==> src/rtl/trigger_pkg.sv <==
// Shared constants for the trigger sequencer: default sizes and FSM encodings.
package trigger_pkg;

  localparam int NE_DEF = 4;
  localparam int NS_DEF = 4;
  localparam int CW_DEF = 16;

  localparam logic [1:0] IDLE = 2'd0;
  localparam logic [1:0] RUN  = 2'd1;
  localparam logic [1:0] DONE = 2'd2;

  // Width of a stage index; a single-stage sequencer still needs one bit.
  function automatic int idx_width(input int n);
    return (n > 1) ? $clog2(n) : 1;
  endfunction

endpackage

==> src/rtl/trigger_sequencer.sv <==
// Multi-stage trigger sequencer: each stage waits for a programmable number
// of qualified comparator events, then hands off to the next stage; the final
// stage emits a one-cycle trigger pulse and latches sts_done.
module trigger_sequencer
  import trigger_pkg::*;
#(
  parameter int NE = NE_DEF,
  parameter int NS = NS_DEF,
  parameter int CW = CW_DEF,
  localparam int SW = idx_width(NS)
) (
  input  logic             clk,
  input  logic             rst,
  input  logic             ctl_arm,
  input  logic             ctl_abort,
  input  logic [NS*NE-1:0] cfg_msk,
  input  logic [NS*CW-1:0] cfg_cnt,
  input  logic [SW-1:0]    cfg_lst,
  input  logic             sti_transfer,
  input  logic [NE-1:0]    evt,
  output logic             sts_run,
  output logic [SW-1:0]    sts_stg,
  output logic             sts_done,
  output logic             trg
);

  logic [1:0]    state;
  logic [SW-1:0] stage;
  logic [CW-1:0] count;
  logic          q_xfer;

  logic [NS-1:0] stage_hit;
  logic          hit;
  logic [CW-1:0] cnt_tgt;
  logic [SW-1:0] lst_eff;
  logic          at_last;
  logic          at_tgt;

  // Per-stage event match; an all-zero mask matches every qualified cycle.
  genvar gi;
  generate
    for (gi = 0; gi < NS; gi++) begin : g_stage_hit
      assign stage_hit[gi] = (cfg_msk[gi*NE +: NE] == '0) ||
                             (|(evt & cfg_msk[gi*NE +: NE]));
    end
  endgenerate

  // Select the active stage's match and target; out-of-range last index clamps.
  always_comb begin
    hit     = q_xfer & stage_hit[stage];
    cnt_tgt = cfg_cnt[stage*CW +: CW];
    lst_eff = ({1'b0, cfg_lst} >= (SW+1)'(NS)) ? SW'(NS - 1) : cfg_lst;
    at_last = (stage == lst_eff);
    at_tgt  = (count == cnt_tgt);
  end

  // Sequencer FSM, stage/occurrence counters and the registered trigger pulse.
  // Events lag their transfer by a cycle, so hits are qualified by q_xfer.
  always_ff @(posedge clk or posedge rst) begin
    if (rst) begin
      state    <= IDLE;
      stage    <= '0;
      count    <= '0;
      q_xfer   <= 1'b0;
      trg      <= 1'b0;
      sts_done <= 1'b0;
    end else begin
      q_xfer <= sti_transfer;
      trg    <= 1'b0;
      if (ctl_abort) begin
        state    <= IDLE;
        stage    <= '0;
        count    <= '0;
        sts_done <= 1'b0;
      end else if (ctl_arm && state != RUN) begin
        state    <= RUN;
        stage    <= '0;
        count    <= '0;
        sts_done <= 1'b0;
      end else if (state == RUN && hit) begin
        if (!at_tgt) begin
          count <= count + 1'b1;
        end else if (!at_last) begin
          stage <= stage + 1'b1;
          count <= '0;
        end else begin
          state    <= DONE;
          trg      <= 1'b1;
          sts_done <= 1'b1;
        end
      end
    end
  end

  // Status view: stage index is only meaningful while running.
  always_comb begin
    sts_run = (state == RUN);
    sts_stg = sts_run ? stage : '0;
  end

endmodule

==> config.mk <==
export PLATFORM = sky130hd
export DESIGN_NAME = trigger_sequencer
export DESIGN_NICKNAME = d
export VERILOG_FILES = /design/src/rtl/trigger_pkg.sv /design/src/rtl/trigger_sequencer.sv
export SDC_FILE = /design/constraint.sdc
export NUM_CORES = 1
export LEC_CHECK = 0
export CAP_MARGIN = 20
export CORE_UTILIZATION = 46
export CTS_BUF_LIST = sky130_fd_sc_hd__clkbuf_8 sky130_fd_sc_hd__clkbuf_16
export DETAILED_ROUTE_END_ITERATION = 16
export HOLD_SLACK_MARGIN = 0.15
export PLACE_DENSITY = 0.95
export SETUP_SLACK_MARGIN = 0.15
export SLEW_MARGIN = 5
export SYNTH_ARGS = -nofsm -noshare
export SYNTH_HDL_FRONTEND = slang
export SYNTH_SLANG_ARGS = --single-unit
==> constraint.sdc <==
create_clock -name clk -period 6.2 [get_ports clk]
set_input_delay 1.24 -clock clk [delete_from_list [all_inputs] [get_ports clk]]
set_output_delay 1.24 -clock clk [all_outputs]
set_load 0.05 [all_outputs]
* Word-level counts from Yosys, hierarchy flattened
Cells that the tools add are included.
Storage, ports and cells: bits in registers 23, input bits 91, logic and storage cells 69
Operators by class: $add $sub $neg 2, magnitude comparators 1, eq/ne operators 6, shift-type cells 1, muxes and demuxes 28, bitwise gates (word level) 5, reductions and logical operators 20
Operator list (number):
- 16-bit 2-to-1 mux | 5
- 64-bit by 7-bit variable part select with 16-bit output | 1
- 2-bit 2-to-1 mux | 11
- 16-bit by 1-bit adder with 16-bit output, second input constant | 1
- 4-bit bitwise AND | 4
- 16-bit == test | 1
- 4-bit zero test | 4
- 4-bit OR reduction | 4
- 1-bit 2-to-1 mux | 11
- 3-bit nonzero test | 3
- 3-bit AND reduction | 2
- 1-bit logical OR | 4
- 4-bit by 3-bit != test with 1-bit output, second input constant | 1
- 2-bit by 3-bit < comparator with 1-bit output, second input constant | 1
- 3-bit by 2-bit != test with 1-bit output, second input constant | 1
- 2-bit by 1-bit adder with 2-bit output, second input constant | 1
- 1-bit binary-select mux with 2-bit select | 1
- 2-bit by 1-bit == test with 1-bit output, second input constant | 1
- 2-bit == test | 1
- 1-bit logical AND | 2
- 2-bit by 1-bit != test with 1-bit output, second input constant | 1
- 2-bit AND reduction | 1
- 1-bit bitwise AND | 1

* Longest topological paths before layout
Gate-level depths: netlist of run 1.
depth after elaboration 10, mapped depth 10

* Least setup slack after synthesis of run 1
No wires, ideal clock.
path type input to register, start point input port cfg_cnt[29], end point register stage[0], arrival time 3.234 ns, data required time 6.122 ns, slack 2.888 ns, stages 7, path buffers 1, cells stage by stage mux4_1 > xnor2_1 > nand4_1 > or4_1 > buf_2 > or4_1 > a21oi_1
On the way: word-level cells in the longest chain between the ends 4
RTL lines:
- from (decl) | line trigger_sequencer.sv:17 | input logic [NS*CW-1:0] cfg_cnt,
- 64-bit by 7-bit variable part select with 16-bit output | line trigger_sequencer.sv:51 | cnt_tgt = cfg_cnt[stage*CW +: CW];
- 16-bit == test | line trigger_sequencer.sv:54 | at_tgt = (count == cnt_tgt);
- 3-bit nonzero test (no source line)
- 3-bit AND reduction (no source line)
- to (signal assigned) | line trigger_sequencer.sv:84 | stage <= stage + 1'b1;
- to (decl) | line trigger_sequencer.sv:28 | logic [SW-1:0] stage;
No other way between the ends. A chain may end at the register's enable or synchronous reset.

* Final worst setup path of run 1
start point input port cfg_cnt[16], end point register count[11]
On the way: word-level cells in the longest chain between the ends 6
RTL lines:
- 64-bit by 7-bit variable part select with 16-bit output * | line trigger_sequencer.sv:51
- 16-bit == test * | line trigger_sequencer.sv:54
- 16-bit 2-to-1 mux | line trigger_sequencer.sv:81 | if (!at_tgt) begin
- 16-bit 2-to-1 mux | line trigger_sequencer.sv:80 | end else if (state == RUN && hit) begin
- 16-bit 2-to-1 mux | line trigger_sequencer.sv:75 | end else if (ctl_arm && state != RUN) begin
- 16-bit 2-to-1 mux | line trigger_sequencer.sv:70 | if (ctl_abort) begin
- to (signal assigned) | line trigger_sequencer.sv:82 | count <= count + 1'b1;
- to (decl) | line trigger_sequencer.sv:29 | logic [CW-1:0] count;
Every way passes the cells marked *; elsewhere a longest branch is shown, timed or not. The select of a mux whose other input is x is not followed.

==> metrics, run 1 <==
Post-synth ARST share=100%; Final ANT Viol Nets=0; period utilization=a little under two thirds; post-DP HPWL=between 4000 and 5000 microns; IO Port Bufs=95; Cell variety after synth=45; PnR worst setup slack=roughly 2.3 ns; Routed wire per std cell=17.2 microns; Hold Violations, Final=0; postcts setup bufs=0; Max Cap Viol=0; Final GP Congestion=~0.92; First-pass DRT Iterations=4; DP Worst Slack=2.04 ns; routed via count=around 2.2k; top area cells in the synthesized netlist=dfrtp_1 26%, mux4_2 13%, xnor2_1 7.5%; initial antenna violation count=0; unrepaired setup endpoints after global routing=no; worst r2r path cells=6; DIE AREA=a little under 5000 sq um; Final nets=407; Die H=around 70 microns; critical path arrival=4.15 ns; WL final=6300 microns; core footprint=around 4400 sq um; post-synth top area share=about a quarter; die width=69.6 microns; Syn Area/Cell=between 9 and 10 sq um; Post-synth EDFFs=0; DR iter-0 viols=174; most frequent cell after synthesis=nand2_1; Resize count post-CTS=0; via/cell ratio=around 6.1; n_diodes=0; area growth from synthesis to final layout=47.9%; Worst-Skew Late Latency=around 0.26 ns; floorplan row count=24; Fin Setup TNS=0 ns; crit path capture type=register; post-layout util=between 70% and 80%; first-pass GRT wire length=~10,000 microns; ratio of cells with drive above 1 in the final layout=roughly 6.4%; clk buf depth=2; Mapped Area=~2100 sq um; Tmin final=3.95 ns; Post-Route Skew=between 0.0015 and 0.002 ns; CTS tree=done; total grt overflow=0; Hold WC Path Type=register to register; # H-tree levels=1; CP Data Required Time=~6.4 ns; largest net degree at the start of global routing=26; crit path launch type=input pin; Gate Count Post-Synth=roughly 230; endpoints failing setup=0; TritonCTS Sinks=22; All-Layer GR Usage=a little over a quarter; hold buffer count at CTS=0; yosys warns=0; outcome=finished clean; post-synth top area cell=dfrtp_1; Slew headroom=a little over two fifths; pwr/cell area=111 nW/um^2; maximum fanout along the worst path=16; syn nets=between 300 and 400; worst slew pin tran=roughly 0.87 ns; most frequent cells after synthesis=28 x nand2_1, 22 x dfrtp_1, 18 x xnor2_1; post-synthesis sequential area ratio=between 20% and 30%; I/O pin count=96; Initial Utilization=48.0%; DRC Markers=0; fin. max-slew vios=0; vias in the first global route=roughly 2.2k; Crit Path Class=input pin to register; TritonCTS Buffers=3; Fmax achieved=253 MHz; Hold Crit Depth=2; Leak Pwr=approximately 0.0011 uW; Clk pin slew, worst setup/hold paths=0.08 ns; flops & latches, synth=22; dominant synthesized flop cell=dfrtp_1; CTS root buffer=clkbuf_8; peak supply drop=around 110 uV
[layout make-up]
type                            count  area, sq um
Fill cell                         320         1270
Clock buffer                        4         55.1
Inverter                            5         18.8
Sequential cell                    22          551
Timing Repair Buffer               97          966
Multi-Input combinational cell    186         1460
Tap cell                           52         65.1
[flip-flops by register name (all words and copies together), names as in the netlist]
name and cells:
count 16, stage 2, sts_done 1, trg 1
q_xfer 1, state 1
[worst paths after layout]
kind                       slack [ns]   endpoint        start
setup / recovery                 2.25  count[11]  cfg_cnt[16]
hold / removal                   0.57   sts_done     sts_done
setup reg to reg                 2.81  count[11]     stage[1]
hold reg to reg                  0.57   sts_done     sts_done
max in group asynchronous        4.24   stage[1]          rst
min in group asynchronous        1.45  count[11]          rst
[critical path, stage by stage]
cell             delay, ns
clkdlybuf4s50_1       0.40
mux4_1                0.52
xnor2_1               0.18
nand4_1               0.16
or4_1                 0.82
o22ai_1               0.59
a22o_1                0.24
[cells by family after synthesis]
family	share of synthesized area (%)
AO/OA/AOI/OAI	20.5
XOR/XNOR	7.50
adder cells (fa/ha/maj)	0.595
buffers and inverters	4.64
flip-flops	26.2
multiplexers	17.8
AND/OR/NAND/NOR	22.7
[routing by layer]
metal | track usage, % | up-vias | wire length (microns)
li1 | - | 1063 | -
met1 | 33.3 | 1072 | 2490
met2 | 46.3 | 86 | 3370
met3 | 5.52 | 8 | 362
met4 | 9.11 | 0 | 84
met5 | 0 | - | 0
[per-stage QoR]
| stage | power [uW] | std cells | cell area [sq um] | hold WS (ns) |
|---|---|---|---|---|
| 3_3_place_gp | 244 | 362 | 3060 | 0.557 |
| 3_5_place_dp | 247 | 362 | 3060 | 0.559 |
| 4_1_cts | 348 | 366 | 3110 | 0.577 |
| 5_1_grt | 363 | 366 | 3110 | 0.604 |
| 2_1_floorplan | 180 | 227 | 2100 | 0.509 |
| 6_report | 347 | 366 | 3110 | 0.573 |
[report_power, final]
part / leakage, uW / switching (uW) / internal [uW]
clock network: 0.0000288 / 45.3 / 56.6
registers: 0.000303 / 1.03 / 144
logic: 0.000783 / 33.2 / 66.1
total: 0.00112 / 79.6 / 267
[cells in the final DEF (no fill, tap or decap), types with 5 or more instances in the layout]
master and n:
nand4_1 10, a22o_1 7, a21oi_1 12, inv_1 5, nor2_1 6, clkdlybuf4s50_1 95, nand2b_1 9, dfrtp_1 22
mux4_2 12, xnor2_1 18, or4_1 6, nand2_1 28, o21ai_0 8, and2_1 9, o211ai_1 6, nand3_1 10
No activity file was read; power rests on OpenSTA's default activity.
==> inputs of run 2 (changes only) <==
--- a/config.mk
+++ b/config.mk
@@ -6,11 +6,11 @@
 export NUM_CORES = 1
 export LEC_CHECK = 0
 export CAP_MARGIN = 20
-export CORE_UTILIZATION = 46
+export CORE_UTILIZATION = 42
 export CTS_BUF_LIST = sky130_fd_sc_hd__clkbuf_8 sky130_fd_sc_hd__clkbuf_16
 export DETAILED_ROUTE_END_ITERATION = 16
 export HOLD_SLACK_MARGIN = 0.15
-export PLACE_DENSITY = 0.95
+export PLACE_DENSITY = 0.92
 export SETUP_SLACK_MARGIN = 0.15
 export SLEW_MARGIN = 5
 export SYNTH_ARGS = -nofsm -noshare
==> constraint.sdc (replaced) <==
create_clock -name clk -period 3.9 [get_ports clk]
set_input_delay 0.78 -clock clk [delete_from_list [all_inputs] [get_ports clk]]
set_output_delay 0.78 -clock clk [all_outputs]
set_load 0.05 [all_outputs]
==> run 2 against run 1 <==
  * Total power up 61%
  * Global-route usage down 2.0 points
  * Final area up 1.6%
  * Core utilization down 4.9 points
  * Non-clock buffer count up 4
  * Critical path depth unchanged
  * Setup slack worse by 1.7 ns
  * Final cell count up 5.2%
  * Sequential share of layout area down 0.27 points
  * Register-to-register slack worse by 2.3 ns
  * Largest power group unchanged
  * Wire length up 1.2%
==> metrics, run 2 (synthesized netlist as in run 1, its figures left out) <==
first-pass GRT wire length=10,200 microns; DRC Markers=0; Fin Setup TNS=0 ns; Worst-Skew Late Latency=around 0.26 ns; Resize count post-CTS=0; CTS tree=done; peak supply drop=~130 uV; Die H=~73 microns; Top Registers=count x16, stage x2; DP Worst Slack=0.382 ns; DIE AREA=~5300 sq um; vias in the first global route=roughly 2.3k; Tmin final=between 3 and 4 ns; total grt overflow=0; hold endpoint=sts_done; initial antenna violation count=0; TritonCTS Buffers=3; ratio of cells with drive above 1 in the final layout=between 7 and 8%; reg2reg start=stage[0]; maximum fanout along the worst path=14; hold_sp=sts_done; I/O pin count=between 90 and 100; Non-Filler Instances=between 300 and 400; largest net degree at the start of global routing=23; IO Port Bufs=95; worst r2r path cells=7; Max Cap Viol=0; outcome=finished clean; commonest non-fill, non-tap cells in the layout=95 x clkdlybuf4s50_1, 28 x nand2_1, 22 x dfrtp_1; Routed wire per std cell=between 15 and 20 microns; WL final=about 6400 microns; R2R Path End=stage[1]; Post-Route Skew=0.00376 ns; n_diodes=0; PnR worst setup slack=between 0.5 and 0.6 ns; largest reg by FF count=count; critical path arrival=3.57 ns; routed via count=roughly 2.3k; TritonCTS Sinks=22; postcts setup bufs=0; post-DP HPWL=5120 microns; crit path capture type=register; most common cell after layout, fill and taps aside=clkdlybuf4s50_1; Final nets=just over 400; clk buf depth=2; Final ANT Viol Nets=0; CTS root buffer=clkbuf_8; area growth from synthesis to final layout=50.2%; period utilization=between 80 and 90%; reg2reg setup slack=between 0.5 and 0.6 ns; # H-tree levels=1; Leak Pwr=approximately 0.0011 uW; unrepaired setup endpoints after global routing=no; # placed instances=381; All-Layer GR Usage=approximately 25%; hold buffer count at CTS=0; Hold WC Path Type=register to register; pwr/cell area=about 180 nW/um^2; Slew headroom=38.9%; via/cell ratio=5.99; Hold Crit Depth=2; die width=slightly above 70 microns; Initial Utilization=a little over two fifths; endpoints failing setup=0; CP Data Required Time=roughly 4.1 ns; Largest register FFs=16; Crit Path Class=register to register; floorplan row count=25; fin. max-slew vios=0; First-pass DRT Iterations=4; crit path launch type=register; core footprint=roughly 4800 sq um; worst slew pin tran=around 0.92 ns; Final GP Congestion=approximately 0.92; DR iter-0 viols=around 190; Hold Violations, Final=0; Clk pin slew, worst setup/hold paths=0.08 ns; Fmax achieved=roughly 300 MHz
==> run 2: changes by cell type in the layout (fill, tap and decap cells not counted), sizes merged <==
cell / delta
buf: +4
==> run 2: how the worst max path moves through the flow <==
stage,from,end,slack (ns),cells after the start
6_report,stage[0],stage[1],0.51,7
5_1_grt,stage[0],stage[1],0.25,7
4_1_cts,stage[0],stage[1],0.52,7
3_5_place_dp,cfg_cnt[9],stage[1],0.38,7
3_3_place_gp,cfg_cnt[29],stage[0],0.48,7
2_1_floorplan,cfg_cnt[29],stage[0],1.05,7
==> run 2: layer usage <==
layer	global-route usage [%]	vias to the layer above	wire, microns
met5	0	-	0
met4	10.0	0	157
met3	4.97	17	443
met2	43.6	121	3360
met1	29.7	1095	2420
li1	-	1073	-
==> run 2: final cells by class <==
cell class,instances,area [sq um]
fill,371,1630
multi-input combinational,186,1460
timing repair buffer,101,996
sequential,22,551
tap,67,83.8
clock buffer,4,55.1
inverter,5,18.8
==> run 2: per-stage QoR <==
step                      hold WS, ns  power, uW  instance area [sq um]  utilization (%)
final                           0.576        557                   3160             66.0
after CTS                       0.583        559                   3160             66.0
after detailed placement        0.567        396                   3100             64.9
after global routing            0.617        581                   3160             66.0
after floorplan                 0.509        287                   2100                -
after global placement          0.558        390                   3100             64.9
==> run 2: where the power goes <==
part / leakage (uW) / internal (uW) / total, uW / switching [uW]
sequential: 0.000303 / 230 / 231 / 1.77
clock: 0.0000288 / 90.1 / 166 / 76.2
combinational: 0.000802 / 107 / 160 / 53.0
==> run 2: critical path: stages, from the launching register on <==
cell and delay, ns:
dfrtp_1 0.85, buf_4 0.31, mux4_2 0.55, xnor2_1 0.17, nand4_1 0.11, or4_1 0.61, or4_1 0.54, a21oi_1 0.16
==> inputs of run 3 (changes only) <==
--- a/config.mk
+++ b/config.mk
@@ -11,6 +11,7 @@
 export DETAILED_ROUTE_END_ITERATION = 16
 export HOLD_SLACK_MARGIN = 0.15
 export PLACE_DENSITY = 0.92
+export REMOVE_ABC_BUFFERS = 1
 export SETUP_SLACK_MARGIN = 0.15
 export SLEW_MARGIN = 5
 export SYNTH_ARGS = -nofsm -noshare
==> run 3 against run 2 <==
  * Maximum frequency fell by 2.3%
  * Final cell count fell by 0.52%
  * Die area did not move
  * Critical endpoint unchanged
  * Total power fell by 2.4%
  * Core utilization fell by 0.44 points
  * Critical path depth did not move
==> metrics, run 3 (synthesized netlist as in run 1, its figures left out) <==
Largest register FFs=16; largest net degree at the start of global routing=23; Hold Violations, Final=0; post-DP HPWL=5360 microns; Final Cell Area=~3100 sq um; All-Layer GR Usage=around 28%; First-pass DRT Iterations=5; reg2reg start=stage[0]; IO Port Bufs=between 90 and 100; Final GP Congestion=between 0.8 and 0.9; routed via count=roughly 2.4k; reg2reg setup slack=0.44 ns; peak supply drop=between 100 and 150 uV; I/O pin count=96; Final nets=roughly 400; n_diodes=0; Resize count post-CTS=0; Tmin final=~3.5 ns; Die H=roughly 73 microns; hold_sp=sts_done; unrepaired setup endpoints after global routing=no; most common cell after layout, fill and taps aside=clkdlybuf4s50_1; CP most frequent cell=or4_1; ratio of cells with drive above 1 in the final layout=between 6 and 7%; worst slew pin tran=about 0.93 ns; Leak Pwr=0.00112 uW; Max Cap Viol=0; crit path launch=stage[0]; hold slack=around 0.57 ns; Hold WC Path Type=register to register; crit path capture type=register; area growth from synthesis to final layout=49.2%; Clk pin slew, worst setup/hold paths=around 0.08 ns; critical path arrival=3.66 ns; TritonCTS Sinks=22; Worst path max stage delay=roughly 0.91 ns; Final ANT Viol Nets=0; Routed wire per std cell=about 18 microns; worst r2r path cells=7; vias in the first global route=around 2.4k; hold buffer count at CTS=0; fin. max-slew vios=0; Hold Crit Depth=2; DR iter-0 viols=300; commonest non-fill, non-tap cells in the layout=95 x clkdlybuf4s50_1, 28 x nand2_1, 22 x dfrtp_1; via/cell ratio=around 6.2; endpoints failing setup=0; first-pass GRT wire length=11,400 microns; floorplan row count=25; maximum fanout along the worst path=16; DRC Markers=0; Crit Path Class=register to register; postcts setup bufs=0; CTS root buffer=clkbuf_8; CTS tree=done; WL final=~6700 microns; Top Registers=count x16, stage x2; initial antenna violation count=0; Slew headroom=between 30% and 40%; core footprint=between 4000 and 5000 sq um; CP max-delay cell=dfrtp_1; dpl cell area=3100 sq um; outcome=finished clean; Fin Setup TNS=0 ns; total grt overflow=0; Post-Route Skew=around 0.0054 ns; Worst-Skew Late Latency=between 0.2 and 0.3 ns; Fmax achieved=289 MHz; crit path launch type=register; hold endpoint=sts_done; # H-tree levels=1; largest reg by FF count=count; pwr/cell area=roughly 170 nW/um^2; Critical Path, Cell by Cell=buf_4 > mux4_2 > xnor2_1 > nand4_1 > or4_1 > or4_1 > a21oi_1; DIE AREA=approximately 5300 sq um; R2R Path End=stage[1]; die width=slightly above 70 microns; period utilization=between 80% and 90%; CP Data Required Time=about 4.1 ns; Initial Utilization=approximately 44%; clk buf depth=2; TritonCTS Buffers=3
==> run 3: cell types whose count changed in the layout (fill, tap and decap cells not counted), sizes merged <==
cell    before  now
buf          6    5
clkbuf       4    3
==> run 3: where the power goes <==
| group | switching, uW | internal (uW) | total (uW) |
|---|---|---|---|
| sequential | 1.83 | 230 | 231 |
| combinational | 56.9 | 107 | 164 |
| clock | 79.3 | 69.2 | 149 |
==> run 3: critical path, delay by kind of cell, from the launching register on <==
kind            cells  cell delay, ns
mux                 1            0.54
buf+inv             1            0.32
flops               1            0.91
xor+xnor            1            0.20
simple gates        3            1.27
compound gates      1            0.15
==> run 3: worst max-delay path by stage <==
stage          endpoint  cells past startpoint
3_5_place_dp   stage[1]                      7
6_report       stage[1]                      7
4_1_cts        stage[1]                      7
2_1_floorplan  count[2]                      6
3_3_place_gp   stage[1]                      7
5_1_grt        stage[0]                      7
==> run 3: layer usage <==
metal / up-vias / share of wire, % / track usage [%]
met4: 0 / 3.7 / 12.2
met1: 1099 / 36 / 33.6
li1: 1064 / - / -
met3: 27 / 9.8 / 4.70
met5: - / 0 / 0
met2: 180 / 50 / 49.2
==> run 3: per-stage QoR <==
step / worst slack, ns / util (%) / total power [uW] / cells
after floorplan: 0.455 / - / 286 / 213
after global placement: 0.481 / 64.7 / 392 / 380
after detailed placement: 0.420 / 64.7 / 399 / 380
after CTS: 0.435 / 65.6 / 539 / 383
after global routing: 0.174 / 65.6 / 565 / 383
final: 0.435 / 65.6 / 544 / 383
==> run 3: layout make-up <==
type                    count  area (sq um)
fillers                   353          1650
multi-input cells         186          1460
repair buffers            100           988
flip-flops and latches     22           551
well taps                  67          83.8
clock buffers               3          41.3
inverters                   5          18.8
